[src/rtl/lane_arb_pkg.sv]
// Shared types for the lane FIFO read arbiter: FSM state encoding and
// the lane index type for the default four-lane configuration.
package lane_arb_pkg;

   typedef enum logic [1:0] {
      IDLE    = 2'd0,
      READ    = 2'd1,
      CAPTURE = 2'd2,
      HOLD    = 2'd3
   } state_e;

   localparam int PKG_NUM_LANES = 4;
   localparam int PKG_LANE_W    = $clog2(PKG_NUM_LANES);

   typedef logic [PKG_LANE_W-1:0] lane_idx_t;

endpackage

[src/rtl/lane_fifo_arbiter_rr_pick.sv]
// Rotating-priority encoder: returns the first set bit of eligible_i,
// scanning upward from rr_ptr_i and wrapping past the top lane.
module rr_pick #(
   parameter int N  = 4,
   parameter int LW = $clog2(N)
) (
   input  logic [N-1:0]  eligible_i,
   input  logic [LW-1:0] rr_ptr_i,
   output logic          any_o,
   output logic [LW-1:0] idx_o
);

   // Wrap by explicit compare so non-power-of-2 lane counts stay in range.
   function automatic logic [LW-1:0] wrap_add(input logic [LW-1:0] base, input int k);
      int s;
      s = int'(base) + k;
      if (s >= N) s = s - N;
      return LW'(s);
   endfunction

   always_comb begin
      any_o = |eligible_i;
      idx_o = '0;
      for (int k = N - 1; k >= 0; k--) begin
         if (eligible_i[wrap_add(rr_ptr_i, k)]) idx_o = wrap_add(rr_ptr_i, k);
      end
   end

endmodule

[src/rtl/lane_fifo_arbiter.sv]
// Round-robin drain of NUM_LANES registered-output FIFOs onto one
// valid/ready stream, with bounded bursts and a missing-ack error pulse.
module lane_fifo_arbiter
   import lane_arb_pkg::*;
#(
   parameter int  NUM_LANES  = 4,
   parameter int  FIFO_WIDTH = 32,
   parameter int  MAX_BURST  = 4,
   localparam int LANE_W     = $clog2(NUM_LANES)
) (
   input  logic                            clk,
   input  logic                            rst_n,
   input  logic                            enable,
   input  logic [NUM_LANES-1:0]            lane_mask,
   input  logic [NUM_LANES-1:0]            lane_empty,
   output logic [NUM_LANES-1:0]            lane_rd_en,
   input  logic [NUM_LANES-1:0]            lane_rd_ack,
   input  logic [NUM_LANES*FIFO_WIDTH-1:0] lane_data,
   output logic                            out_valid,
   input  logic                            out_ready,
   output logic [FIFO_WIDTH-1:0]           out_data,
   output logic [LANE_W-1:0]               out_lane,
   output logic [NUM_LANES-1:0]            grant,
   output logic                            ack_err
);

   localparam int BCW = $clog2(MAX_BURST + 1);

   state_e                  state_q, state_d;
   logic [LANE_W-1:0]       cur_lane_q, cur_lane_d;
   logic [LANE_W-1:0]       rr_ptr_q, rr_ptr_d;
   logic [BCW-1:0]          burst_cnt_q, burst_cnt_d;
   logic                    out_valid_q, out_valid_d;
   logic [FIFO_WIDTH-1:0]   out_data_q, out_data_d;
   logic [LANE_W-1:0]       out_lane_q, out_lane_d;
   logic                    ack_err_q, ack_err_d;

   logic [NUM_LANES-1:0]    eligible;
   logic                    pick_any;
   logic [LANE_W-1:0]       pick_idx;
   logic [LANE_W-1:0]       lane_next;
   logic [BCW-1:0]          burst_inc;
   logic                    cont_burst;

   assign eligible  = lane_mask & ~lane_empty;
   assign lane_next = (cur_lane_q == LANE_W'(NUM_LANES - 1)) ? '0 : cur_lane_q + 1'b1;
   assign burst_inc = burst_cnt_q + 1'b1;
   assign cont_burst = (burst_inc < BCW'(MAX_BURST)) && enable &&
                       lane_mask[cur_lane_q] && !lane_empty[cur_lane_q];

   rr_pick #(
      .N  (NUM_LANES),
      .LW (LANE_W)
   ) u_pick (
      .eligible_i (eligible),
      .rr_ptr_i   (rr_ptr_q),
      .any_o      (pick_any),
      .idx_o      (pick_idx)
   );

   always_ff @(posedge clk or negedge rst_n) begin
      if (!rst_n) begin
         state_q     <= IDLE;
         cur_lane_q  <= '0;
         rr_ptr_q    <= '0;
         burst_cnt_q <= '0;
         out_valid_q <= 1'b0;
         out_data_q  <= '0;
         out_lane_q  <= '0;
         ack_err_q   <= 1'b0;
      end else begin
         state_q     <= state_d;
         cur_lane_q  <= cur_lane_d;
         rr_ptr_q    <= rr_ptr_d;
         burst_cnt_q <= burst_cnt_d;
         out_valid_q <= out_valid_d;
         out_data_q  <= out_data_d;
         out_lane_q  <= out_lane_d;
         ack_err_q   <= ack_err_d;
      end
   end

   always_comb begin
      state_d     = state_q;
      cur_lane_d  = cur_lane_q;
      rr_ptr_d    = rr_ptr_q;
      burst_cnt_d = burst_cnt_q;
      out_valid_d = out_valid_q;
      out_data_d  = out_data_q;
      out_lane_d  = out_lane_q;
      ack_err_d   = 1'b0;
      unique case (state_q)
         IDLE: begin
            if (enable && pick_any) begin
               cur_lane_d  = pick_idx;
               burst_cnt_d = '0;
               state_d     = READ;
            end
         end
         READ: state_d = CAPTURE;
         CAPTURE: begin
            if (lane_rd_ack[cur_lane_q]) begin
               out_data_d  = lane_data[int'(cur_lane_q)*FIFO_WIDTH +: FIFO_WIDTH];
               out_lane_d  = cur_lane_q;
               out_valid_d = 1'b1;
               state_d     = HOLD;
            end else begin
               ack_err_d = 1'b1;
               rr_ptr_d  = lane_next;
               state_d   = IDLE;
            end
         end
         HOLD: begin
            // A held word always completes; mask/enable only decide what follows it.
            if (out_ready) begin
               out_valid_d = 1'b0;
               burst_cnt_d = burst_inc;
               if (cont_burst) begin
                  state_d = READ;
               end else begin
                  rr_ptr_d = lane_next;
                  state_d  = IDLE;
               end
            end
         end
         default: state_d = IDLE;
      endcase
   end

   always_comb begin
      lane_rd_en = '0;
      grant      = '0;
      if (state_q != IDLE) grant[cur_lane_q] = 1'b1;
      if (state_q == READ) lane_rd_en[cur_lane_q] = 1'b1;
   end

   assign out_valid = out_valid_q;
   assign out_data  = out_data_q;
   assign out_lane  = out_lane_q;
   assign ack_err   = ack_err_q;

endmodule
[config.mk]
export PLATFORM = sky130hd
export DESIGN_NAME = lane_fifo_arbiter
export DESIGN_NICKNAME = d
export VERILOG_FILES = /design/src/rtl/lane_arb_pkg.sv /design/src/rtl/lane_fifo_arbiter_rr_pick.sv /design/src/rtl/lane_fifo_arbiter.sv
export SDC_FILE = /design/constraint.sdc
export NUM_CORES = 1
export LEC_CHECK = 0
export ABC_AREA = 1
export BUFFER_PORTS_ARGS = -buffer_cell sky130_fd_sc_hd__buf_4
export CAP_MARGIN = 20
export CORE_MARGIN = 2
export CORE_UTILIZATION = 40
export CTS_CLUSTER_DIAMETER = 40
export CTS_CLUSTER_SIZE = 28
export DETAILED_ROUTE_END_ITERATION = 12
export PLACE_DENSITY = 0.82
export SKIP_LAST_GASP = 1
export SYNTH_ARGS = -nofsm -noshare
export SYNTH_HDL_FRONTEND = slang
export SYNTH_HIERARCHICAL = 1
export SYNTH_SLANG_ARGS = --single-unit
[constraint.sdc]
create_clock -name clk -period 1.3 [get_ports clk]
set_input_delay 0.065 -clock clk [delete_from_list [all_inputs] [get_ports clk]]
set_output_delay 0.065 -clock clk [all_outputs]
set_load 0.1 [all_outputs]
======== After elaboration in Yosys (flattened, before gate mapping) ========
Cells that the tools add are included.
storage, ports and cells
  bits in latches ......................... 0
  ROM bits ................................ 0
  RAM bits ................................ 0
  memories ................................ 0
  register bits after elaboration ......... 45
  bits of input ports ..................... 144
  word-level logic and storage cells ...... 101
cells by class
  $mul .................................... 0
  order comparisons ....................... 11
  equality and inequality tests ........... 9
  reductions and logical operators ........ 17
  $add $sub $neg .......................... 9
  muxes and demuxes ....................... 44
  divide/modulo/power cells ............... 0
  shift operators ......................... 1
  bitwise gates (word level) .............. 2
operators with widths
  kind                 number
  $shiftx 128x8->32    1
  $mux 2               15
  $lt 2x3->1 const B   5
  $bmux 1 s2           7
  $mux 1               13
  $ne 2x2->1 const B   5
  $ge 3x3->1 const B   3
  $mux 4               2
  $pmux 2 s4           1
  $sub 2x1->2 const B  4
  $add 2x2->3 const B  2
  $eq 2x2->1 const B   3
  $mux 3               2
  $pmux 3 s2           1
  $reduce_and 2->1     3
  $reduce_and 3->1     2
  $reduce_bool 2->1    3
  $logic_and 1x1->1    5
  $and 4x4->4          1
  $not 4->4            1
  $pmux 2 s2           1
  $reduce_and 4->1     1
  $reduce_or 4->1      1
  $add 2x1->3 const B  1
  other kinds (10)     10

======== Logic depth before layout (Yosys ltp) ========
Gate-level depths: netlist of run 1.
  depth in word-level cells ............... 9
  depth in mapped cells ................... 14

======== Hierarchy ========
Netlist of run 1, hierarchy kept.
by module, submodules not included
  module             cells an instance  area an instance (um^2)  times used  seq. area each (um^2)
  lane_fifo_arbiter  421                2,999.1                  1           1,126.1
  rr_pick            50                 249.0                    1           0.0

======== Worst setup path after synthesis of run 1 ========
No wires, ideal clock.
  path kind ............................... reg2out
  start point ............................. register cur_lane_q[0]
  end point ............................... output grant[2]
  data required time ...................... 1,235 ps
  stages on the path, launching flop included .. 7
  slack ................................... -1,016 ps
  arrival time ............................ 2,251 ps
  cell sequence ........................... dfrtp_1 -> buf_4 -> inv_4 -> buf_2 -> ha_1 -> inv_1 -> nor2_1
on the way
  longest elaborated chain between the ends .. 5
  elaborated cells between the ends (all ways) .. 6
ends and longest elaborated chain
  what                                                            RTL line                  RTL
  start, declared                                                 lane_fifo_arbiter.sv:30   logic [LANE_W-1:0] cur_lane_q, cur_lane_d;
  start signal, assigned                                          lane_fifo_arbiter.sv:73   cur_lane_q <= cur_lane_d;
  $lt 2x3->1 (not written as such) or $ge 2x1->1 (tied branches)  lane_fifo_arbiter.sv:133  if (state_q != IDLE) grant[cur_lane_q] = 1'b1;
  $logic_and 1x1->1 (not written as such)                         lane_fifo_arbiter.sv:133
  $mux 1 (not written as such)                                    lane_fifo_arbiter.sv:133
  $demux 1 s2 (*)                                                 lane_fifo_arbiter.sv:133
  $mux 4 (*)                                                      lane_fifo_arbiter.sv:133
  end, declared                                                   lane_fifo_arbiter.sv:23   output logic [NUM_LANES-1:0] grant,
Every way passes the cells marked *; elsewhere a longest branch is shown, timed or not.

======== Final worst setup path of run 1 ========
  start point ............................. register rr_ptr_q[0]
  end point ............................... register cur_lane_q[0]
on the way
  longest elaborated chain between the ends .. 9
  elaborated cells between the ends (all ways) .. 27
ends and longest elaborated chain
  what                                       RTL line                         RTL
  start, declared                            lane_fifo_arbiter.sv:31          logic [LANE_W-1:0] rr_ptr_q, rr_ptr_d;
  start signal, assigned                     lane_fifo_arbiter.sv:74          rr_ptr_q <= rr_ptr_d;
  $add 2x2->3                                lane_fifo_arbiter_rr_pick.sv:16  s = int'(base) + k;
  $ge 3x3->1 or $sub 2x1->2 (tied branches)  lane_fifo_arbiter_rr_pick.sv:17  if (s >= N) s = s - N;
  $mux 2                                     lane_fifo_arbiter_rr_pick.sv:17
  $bmux 1 s2                                 lane_fifo_arbiter_rr_pick.sv:25  if (eligible_i[wrap_add(rr_ptr_i, k)]) idx_o = wrap_add(rr_ptr_i, k);
  $mux 1 (not written as such)               lane_fifo_arbiter_rr_pick.sv:25
  $mux 2 (3 in a row)                        lane_fifo_arbiter_rr_pick.sv:25
  $mux 2 (*)                                 lane_fifo_arbiter_rr_pick.sv:25
  named net pick_idx[0]                      lane_fifo_arbiter.sv:40          logic [LANE_W-1:0] pick_idx;
The timed path passes the listed nets; every way through them passes the cells marked *. The select of a mux whose other input is x is not followed.
A chain may end at the register's enable or synchronous reset.

==> results of run 1 <==
final timing paths:
path,cells after the start,startpoint,end,slack [ns]
setup / recovery,12,rr_ptr_q[0],cur_lane_q[0],-0.23
hold / removal,4,lane_rd_ack[2],ack_err,0.11
setup reg to reg,12,rr_ptr_q[0],cur_lane_q[0],-0.23
hold reg to reg,2,out_data[0],out_data[0],0.49
max in group asynchronous,2,rst_n,cur_lane_q[1],0.54
min in group asynchronous,2,rst_n,out_data[5],0.30
flip-flops by register name, indices dropped and copies added (netlist names):
signal / cells
state_q: 2
out_data: 32
out_valid: 1
rr_ptr_q: 2
ack_err: 1
out_lane: 2
burst_cnt_q: 3
cur_lane_q: 2
where the power goes:
group	total [W]	switching [W]	internal, W
combinational	0.0134	0.00889	0.00453
sequential	0.00256	0.000496	0.00206
clock	0.000868	0.000486	0.000381
repair_timing:
action / in CTS / in global routing
gates resized for setup: 68 / 56
setup buffers: 20 / 1
cloned: 1 / 6
endpoints found under the setup margin: 49 / 51
pin swaps: 10 / 18
endpoints found under the hold margin: 45 / 0
hold buffers: 1 / 0
layout make-up:
class / count / area (um^2)
repair buffers: 241 / 2165
fillers: 592 / 2090
flip-flops and latches: 45 / 1131
multi-input cells: 336 / 1952
well taps: 102 / 127.6
inverters: 61 / 259.0
clock buffers: 7 / 76.32
clock inverters: 1 / 7.507
per-stage QoR:
step	instances	power [W]
2_1_floorplan	471	0.01111
3_3_place_gp	757	0.01355
3_5_place_dp	757	0.01382
4_1_cts	787	0.01571
5_1_grt	793	0.01768
6_report	793	0.01684
per-layer routing:
| metal | vias to the layer above | wire length (um) | track usage |
|---|---|---|---|
| li1 | 1981 | - | - |
| met3 | 37 | 734 | 0.04655 |
| met1 | 1924 | 4598 | 0.2810 |
| met5 | - | 0 | 0 |
| met2 | 186 | 6719 | 0.4935 |
| met4 | 0 | 342 | 0.08816 |
logic make-up (layout without fill, tap and decap cells):
group | after synthesis | in the layout | synth area share
flops | 45 | 45 | 0.3467
compound gates | 140 | 140 | 0.2550
simple gates | 190 | 191 | 0.2423
fa+ha+maj | 5 | 5 | 0.01926
buf+inv | 91 | 310 | 0.1368
cell usage in the layout (no fill, tap or decap), types with 8 or more instances in the layout:
cell,n
o21ai_1,38
nor2_4,9
nand2_4,8
nand2_2,14
nor2_1,75
o21ai_0,41
o22ai_1,32
dfrtp_1,41
buf_4,207
o21ai_2,24
nand2_1,60
buf_12,16
buf_6,10
inv_1,51
nand3_1,10
worst max-delay path, delay by kind of cell (launching register included):
family / cells / cell delay, ns
AOI/OAI and AO/OA: 1 / 0.06
buffers and inverters: 3 / 0.25
DFF: 1 / 0.40
and+or+nand+nor: 8 / 0.69
==> results.ini, run 1 <==
[status]
outcome=finished with violations
violations=setup timing

[layout]
utilization=0.7324
fin_area_um2=5718
n_antenna_cell=0
syn_to_final_growth_pct=76.04
drive_gt1_frac=0.4790
finalNetCount=839

[critical_path]
max_stage_delay_ns=0.40
cp_cell_sequence=buf_12, clkinv_8, nand2_2, nand3_1, nand2_1, nand2_2, nand2_1, nand2_1, nand2_1, inv_2, nand2_2, o21ai_2
cp.arrival_ns=1.71
crit_type=register to register
slowest_stage=dfrtp_2
end_kind=register
cp_max_fo=7
cp_common_cell=nand2_1
crit_required_ns=1.49
start_kind=register

[floorplan]
start_util=0.4160
core_um2=7807
die_area_um2=8857
die_h_um=94.11
chipWidth_um=94.11
fp-row-count=32
ioPinCount=188

[clocking]
clock_sinks=45
cts_tree=yes
tritoncts.num_buffers=5
clk_latency_ns=0.29
clk_pin_slew_ns=0.09
cts.htree.levels=2
clockBufferDepth=2
root_buffer=clkbuf_8

[synthesis]
ys_ff_latch=45
syn_avg_cell_area_um2=6.896
synth_ff_type=dfrtp_1
synth_most_common_cell=nor2_1
seq_area_frac_synth=0.3467
synth_top_area_share=0.3467
async_reset_ff_frac=1.000
synthCells=471
synth_top_area_cell=dfrtp_1
synth-edff-count=0
yosysUniqueCellTypes=25
synthTopCellsByArea=dfrtp_1 35%, o21ai_0 11%, nor2_1 9.8%
synth.net_count=620
syn-cell-area_um2=3248
ys_warn_count=6
netlist_top_cells_count=85 x nor2_1, 73 x o21ai_0, 71 x nand2_1, 57 x inv_1, 45 x dfrtp_1

[pwr]
power_density_nw_per_um2=2946
leakage_nw=2.926
peakVddDrop_mv=1.634

[global_route]
track_usage=0.2575
grt_pass1_vias=3933
grt_first_pass_wirelength_um=17930
overflow=0
grt_start_max_net_pins=46
antenna_found_initial=0

[placement]
dpl-instance-area_um2=4957
hpwl_um=8414
finalWeightedCongestion=0.8808
io_buffers=187
place_ws_ns=-0.2044

[timing]
drv_slew=0
max_slew_margin=0.6067
finalHoldViolations=0
grt_setup_unrepaired=true
fin_ws_ns=-0.2255
fmax_mhz=655.5
hold_ws_ns=0.1056
timing.final.crit_share=1.173
clock_skew_ns=0.006857
setup_viol=49
post-route-min-period_ns=1.526
final.setup.tns_ns=-7.152
worst-slew-pin-transition_ns=0.5899

[drt]
vias_per_cell=5.206
drc=0
vias=4128
wl_um=12400
ant_nets=0
wl_per_cell_um=15.63
firstDrtPassIters=5
drtIter0Drc=206

[hold_path]
hold_class=primary input to register

[run]
maxCapViolations=0

No activity file was read; power rests on OpenSTA's default activity.
==> run 2, diff against run 1 <==
CTS_BUF_LIST = sky130_fd_sc_hd__clkbuf_4   (was not set)
==> run 2 against run 1 <==
  * Count of clock-buffer cells in the layout stayed put
  * Routed wire length is 6.3% lower
  * Flip-flop and latch count stayed put
  * Maximum frequency is 1.9% lower
  * First-iteration DRC count is 1.9% lower
  * Sequential share of layout area is 0.69 points higher
  * The flow still finishes with violations (setup timing)
  * Final area is 3.4% lower
  * Clock skew is 0.0056 ns higher
  * Cell count is 0.76% lower
  * Largest power group unchanged
  * Total power is 4.4% lower
  * Sequential power hardly changed
  * Register-to-register slack hardly changed
==> results.ini, run 2 (synthesis results as in run 1) <==
[status]
outcome=finished with violations
violations=setup timing

[critical_path]
crit_required_ns=1.24  ; -0.25 ns
crit_type=register to primary output
start_kind=register
end_kind=primary output
cp.arrival_ns=1.49  ; -0.22 ns
cp_max_fo=4  ; -3

[layout]
largest_reg_flops=32  ; unchanged
syn_to_final_growth_pct=70.07
n_antenna_cell=0  ; unchanged
layout_commonest_cell=buf_4
drive_gt1_frac=0.4628  ; -0.01624
layout_common_cells=206 x buf_4, 75 x nor2_1, 64 x nand2_1
finalNetCount=833  ; -0.72%
fillerInstances=601  ; +1.5%

[pwr]
p_seq_frac=0.157  ; +0.005
p_comb_frac=0.799  ; +0.002
switching_share=0.5937  ; +0.007453
peakVddDrop_mv=1.625  ; -0.52%
power_density_nw_per_um2=2916  ; -1.0%
leakage_nw=2.841  ; -2.9%
p_int_w=0.006545  ; -6.1%
clock_power_share=0.044  ; -0.008
switchingPower_w=0.009564  ; -3.1%

[placement]
finalWeightedCongestion=0.8808  ; unchanged
io_buffers=187  ; unchanged
place_ws_ns=-0.2044  ; unchanged
hpwl_um=8414  ; unchanged

[floorplan]
chipWidth_um=94.11  ; unchanged
die_area_um2=8857  ; unchanged
fp-row-count=32  ; unchanged
start_util=0.4160  ; unchanged
die_h_um=94.11  ; unchanged
core_um2=7807  ; unchanged
ioPinCount=188  ; unchanged

[drt]
drc=0  ; unchanged
drtIter0Drc=202  ; -1.9%
wl_um=11620  ; -6.3%
ant_nets=0  ; unchanged
vias=4020  ; -2.6%
wl_per_cell_um=14.76  ; -5.5%
firstDrtPassIters=5  ; unchanged
vias_per_cell=5.108  ; -1.9%

[timing]
fin_ws_ns=-0.2553  ; -0.02980 ns
drv_slew=0  ; unchanged
max_slew_margin=0.6141  ; +0.007359
timing.final.crit_share=1.196  ; +0.02292
hold_ws_ns=0.04705  ; -0.05851 ns
worst-slew-pin-transition_ns=0.5789  ; -0.01104 ns
setup_viol=49  ; unchanged
grt_setup_unrepaired=true
finalHoldViolations=0  ; unchanged
fmax_mhz=643.0  ; -1.9%
clock_skew_ns=0.01248  ; +0.005618 ns
post-route-min-period_ns=1.555  ; +0.02980 ns

[clocking]
clk_pin_slew_ns=0.12  ; +0.03 ns
clk_latency_ns=0.35  ; +0.06 ns
cts.htree.levels=2  ; unchanged
root_buffer=clkbuf_4
clock_sinks=45  ; unchanged
tritoncts.num_buffers=5  ; unchanged
cts_tree=yes
clockBufferDepth=2  ; unchanged

[global_route]
track_usage=0.2538  ; -0.003691
antenna_found_initial=0  ; unchanged
grt_first_pass_wirelength_um=17810  ; -0.70%
grt_pass1_vias=3915  ; -0.46%
grt_start_max_net_pins=46  ; unchanged
overflow=0  ; unchanged

[hold_path]
hold_class=primary input to register

[run]
maxCapViolations=0  ; unchanged

==> run 2: changes by cell type in the layout (fill, tap and decap cells not counted), moves of 4 or more <==
cell and change:
clkbuf_16 -5, clkbuf_4 +7, clkbuf_8 -5, nand2_1 +4
o21ai_0 +15, o21ai_1 -12
==> run 2: worst paths after layout <==
kind	cells past startpoint	slack, ns	to	start
min in group asynchronous	2	0.26	out_data[5]	rst_n
worst min register to register	2	0.50	out_data[0]	out_data[0]
worst min-delay path	4	0.05	ack_err	lane_rd_ack[2]
max in group asynchronous	2	0.61	cur_lane_q[0]	rst_n
worst max register to register	9	-0.24	out_data[9]	cur_lane_q[0]
worst max-delay path	6	-0.26	lane_rd_en[0]	cur_lane_q[0]
==> run 2: critical path, cell delays in order, from the launching register on <==
cell and delay (ns):
dfrtp_2 0.49, clkinv_4 0.08, buf_12 0.11, ha_4 0.13, inv_4 0.04, nor2_4 0.12
buf_12 0.18
==> run 2: power groups by stage <==
stage	Combinational, W	Clock, W	Sequential, W
floorplan	0.00498	0	0.00613
global placement	0.0110	0	0.00259
detailed placement	0.0112	0	0.00261
CTS	0.0123	0.000714	0.00254
global route	0.0136	0.000771	0.00261
finish	0.0129	0.000704	0.00254
==> run 2: cell type report <==
class,instances,area [um^2],share of cell area
clock buffers,7,52.55,0.009513
clock inverters,1,7.507,0.001359
inverters,61,261.5,0.04734
repair buffers,236,2056,0.3721
well taps,102,127.6,0.02310
flip-flops and latches,45,1131,0.2048
multi-input cells,335,1888,0.3418
==> run 2: layer usage <==
layer | GRT usage | wire (um) | vias to the layer above
li1 | - | - | 1968
met4 | 0.08333 | 331 | 0
met2 | 0.4756 | 6255 | 179
met1 | 0.2882 | 4376 | 1841
met5 | 0 | 0 | -
met3 | 0.04494 | 657 | 32
==> run 2: through the flow <==
stage                     instances  power [W]  cell area, um^2  setup TNS, ns  utilization
after global routing            787    0.01699             5524         -12.34       0.7075
final                           787    0.01611             5524         -8.363       0.7075
after CTS                       782    0.01552             5371         -9.308       0.6880
after detailed placement        757    0.01382             4957         -3.454       0.6349
after global placement          757    0.01355             4957         -2.721       0.6349
after floorplan                 471    0.01111             3364         -1.171            -
==> run 2: repair_timing <==
action | in CTS | in global routing
pin swaps | 9 | 22
endpoints found under the hold margin | 45 | 0
endpoints found under the setup margin | 49 | 51
cloned | 2 | 0
gates resized for setup | 55 | 38
hold buffers | 1 | 0
buffers inserted | 14 | 5
==> run 3, diff against run 2 <==
SKIP_LAST_GASP = not set   (was 1)
==> run 3 against run 2 <==
  * The run still ends with setup timing left
  * Clock power shrank 0.7%
  * Critical path depth stayed put
  * Routed wire length grew 1.4%
  * Worst hold slack hardly changed
  * Critical endpoint is now lane_rd_en[2]
  * Total power rose by 1.7%
  * Sequential power hardly changed
  * Setup slack worse by 0.0024 ns
  * Via count rose by 0.72%
  * Global-route usage grew 0.085 points
  * Count of clock-buffer cells in the layout stayed put
  * First-iteration DRC count is 20% higher
  * Sequential share of layout area down 0.29 points
  * Largest power group unchanged
==> results.ini, run 3 (synthesis results as in run 1) <==
[timing]
worst-slew-pin-transition_ns=0.5832  ; +0.004309 ns
max_slew_margin=0.6112  ; -0.002873
finalHoldViolations=0  ; unchanged
fmax_mhz=642.0  ; -0.16%
setup_viol=49  ; unchanged
hold_ws_ns=0.04690  ; -0.0001489 ns
fin_ws_ns=-0.2577  ; -0.002417 ns
grt_setup_unrepaired=true
timing.final.crit_share=1.198  ; +0.001859
clock_skew_ns=0.01223  ; -0.0002475 ns
post-route-min-period_ns=1.558  ; +0.002417 ns
drv_slew=0  ; unchanged

[clocking]
cts.htree.levels=2  ; unchanged
cts_tree=yes
clockBufferDepth=2  ; unchanged
tritoncts.num_buffers=5  ; unchanged
clk_pin_slew_ns=0.12  ; about the same
root_buffer=clkbuf_4
clock_sinks=45  ; unchanged
clk_latency_ns=0.35  ; about the same

[floorplan]
die_h_um=94.11  ; unchanged
die_area_um2=8857  ; unchanged
fp-row-count=32  ; unchanged
ioPinCount=188  ; unchanged
core_um2=7807  ; unchanged
start_util=0.4160  ; unchanged
chipWidth_um=94.11  ; unchanged

[global_route]
overflow=0  ; unchanged
antenna_found_initial=0  ; unchanged
grt_first_pass_wirelength_um=17860  ; +0.31%
track_usage=0.2546  ; +0.0008488
grt_start_max_net_pins=46  ; unchanged
grt_pass1_vias=3918  ; +0.077%

[critical_path]
cp.arrival_ns=1.49  ; about the same
cp_max_fo=4  ; unchanged
crit_type=register to primary output
end_kind=primary output
r2r-start=cur_lane_q[1]
r2r_end=out_data[9]
critical_path.startpoint=cur_lane_q[0]
rr_worst_depth=8  ; -1
r2r_slack_ns=-0.24  ; about the same
crit_required_ns=1.24  ; about the same
start_kind=register

[layout]
layout_common_cells=204 x buf_4, 75 x nor2_1, 55 x o21ai_0
drive_gt1_frac=0.4818  ; +0.01898
n_antenna_cell=0  ; unchanged
largest_reg_flops=32  ; unchanged
layout_commonest_cell=buf_4
final_cell_count_no_fill=787  ; unchanged
syn_to_final_growth_pct=72.53
finalNetCount=833  ; unchanged

[status]
violations=setup timing
outcome=finished with violations

[hold_path]
worst_hold_path.endpoint=ack_err
worstHoldStart=lane_rd_ack[2]
hold_depth=4  ; unchanged
hold_class=primary input to register

[drt]
firstDrtPassIters=5  ; unchanged
ant_nets=0  ; unchanged
wl_um=11790  ; +1.4%
drc=0  ; unchanged
vias_per_cell=5.145  ; +0.72%
wl_per_cell_um=14.98  ; +1.4%
drtIter0Drc=242  ; +20%
vias=4049  ; +0.72%

[placement]
finalWeightedCongestion=0.8808  ; unchanged
place_ws_ns=-0.2044  ; unchanged
placed_cells=757  ; unchanged
io_buffers=187  ; unchanged
hpwl_um=8414  ; unchanged

[pwr]
peakVddDrop_mv=1.630  ; +0.26%
power_density_nw_per_um2=2923  ; +0.23%
finalPower_w=0.01638  ; +1.7%
leakage_nw=2.860  ; +0.67%

[run]
maxCapViolations=0  ; unchanged

## run 3: cell count changes in the layout (fill, tap and decap cells not counted), sizes merged
cell,before,now
buf,235,234
clkbuf,7,8
## run 3: report_power, final
group          switching, W  leakage [nW]  total, W  internal, W
Clock              0.000443        0.0324  0.000699     0.000256
Combinational       0.00873          2.27    0.0131      0.00438
Sequential         0.000514         0.562   0.00257      0.00206
## run 3: layout make-up
type                            count  area, um^2
Tap cell                          102       127.6
Sequential cell                    45        1131
Timing Repair Buffer              236        2090
Inverter                           61       261.5
Multi-Input combinational cell    335        1934
Fill cell                         594        2203
Clock inverter                      1       7.507
Clock buffer                        7       52.55
## run 3: worst max-delay path: stages, from the launching register on
cell	delay, ns
dfrtp_2	0.49
clkinv_4	0.08
buf_12	0.11
ha_4	0.14
inv_4	0.04
nor2_4	0.11
buf_12	0.18
## run 3: how the worst max path moves through the flow
stage / cells past startpoint / slack, ns / to
2_1_floorplan: 5 / -0.13 / grant[1]
3_3_place_gp: 6 / -0.09 / out_data[28]
3_5_place_dp: 11 / -0.20 / cur_lane_q[0]
4_1_cts: 7 / -0.26 / out_data[5]
5_1_grt: 6 / -0.33 / lane_rd_en[2]
6_report: 6 / -0.26 / lane_rd_en[2]
## run 3: what timing repair did
item | 4_1_cts | 5_1_grt
setup endpoints to repair | 49 | 51
hold buffers | 1 | 0
pin swaps | 10 | 20
cloned | 2 | 1
buffers inserted | 14 | 4
hold endpoints to repair | 45 | 0
gates resized for setup | 60 | 49
## run 3: metal layers
metal	track usage	vias up	share of wire
met1	0.2892	1868	0.38
met5	0	-	0
li1	-	1973	-
met2	0.4804	186	0.55
met4	0.07729	0	0.019
met3	0.04494	22	0.054
## run 3: stage by stage
stage	area (um^2)	TNS, ns	util
2_1_floorplan	3364	-1.171	-
3_3_place_gp	4957	-2.721	0.6349
3_5_place_dp	4957	-3.454	0.6349
4_1_cts	5384	-9.207	0.6896
5_1_grt	5604	-12.25	0.7178
6_report	5604	-8.331	0.7178
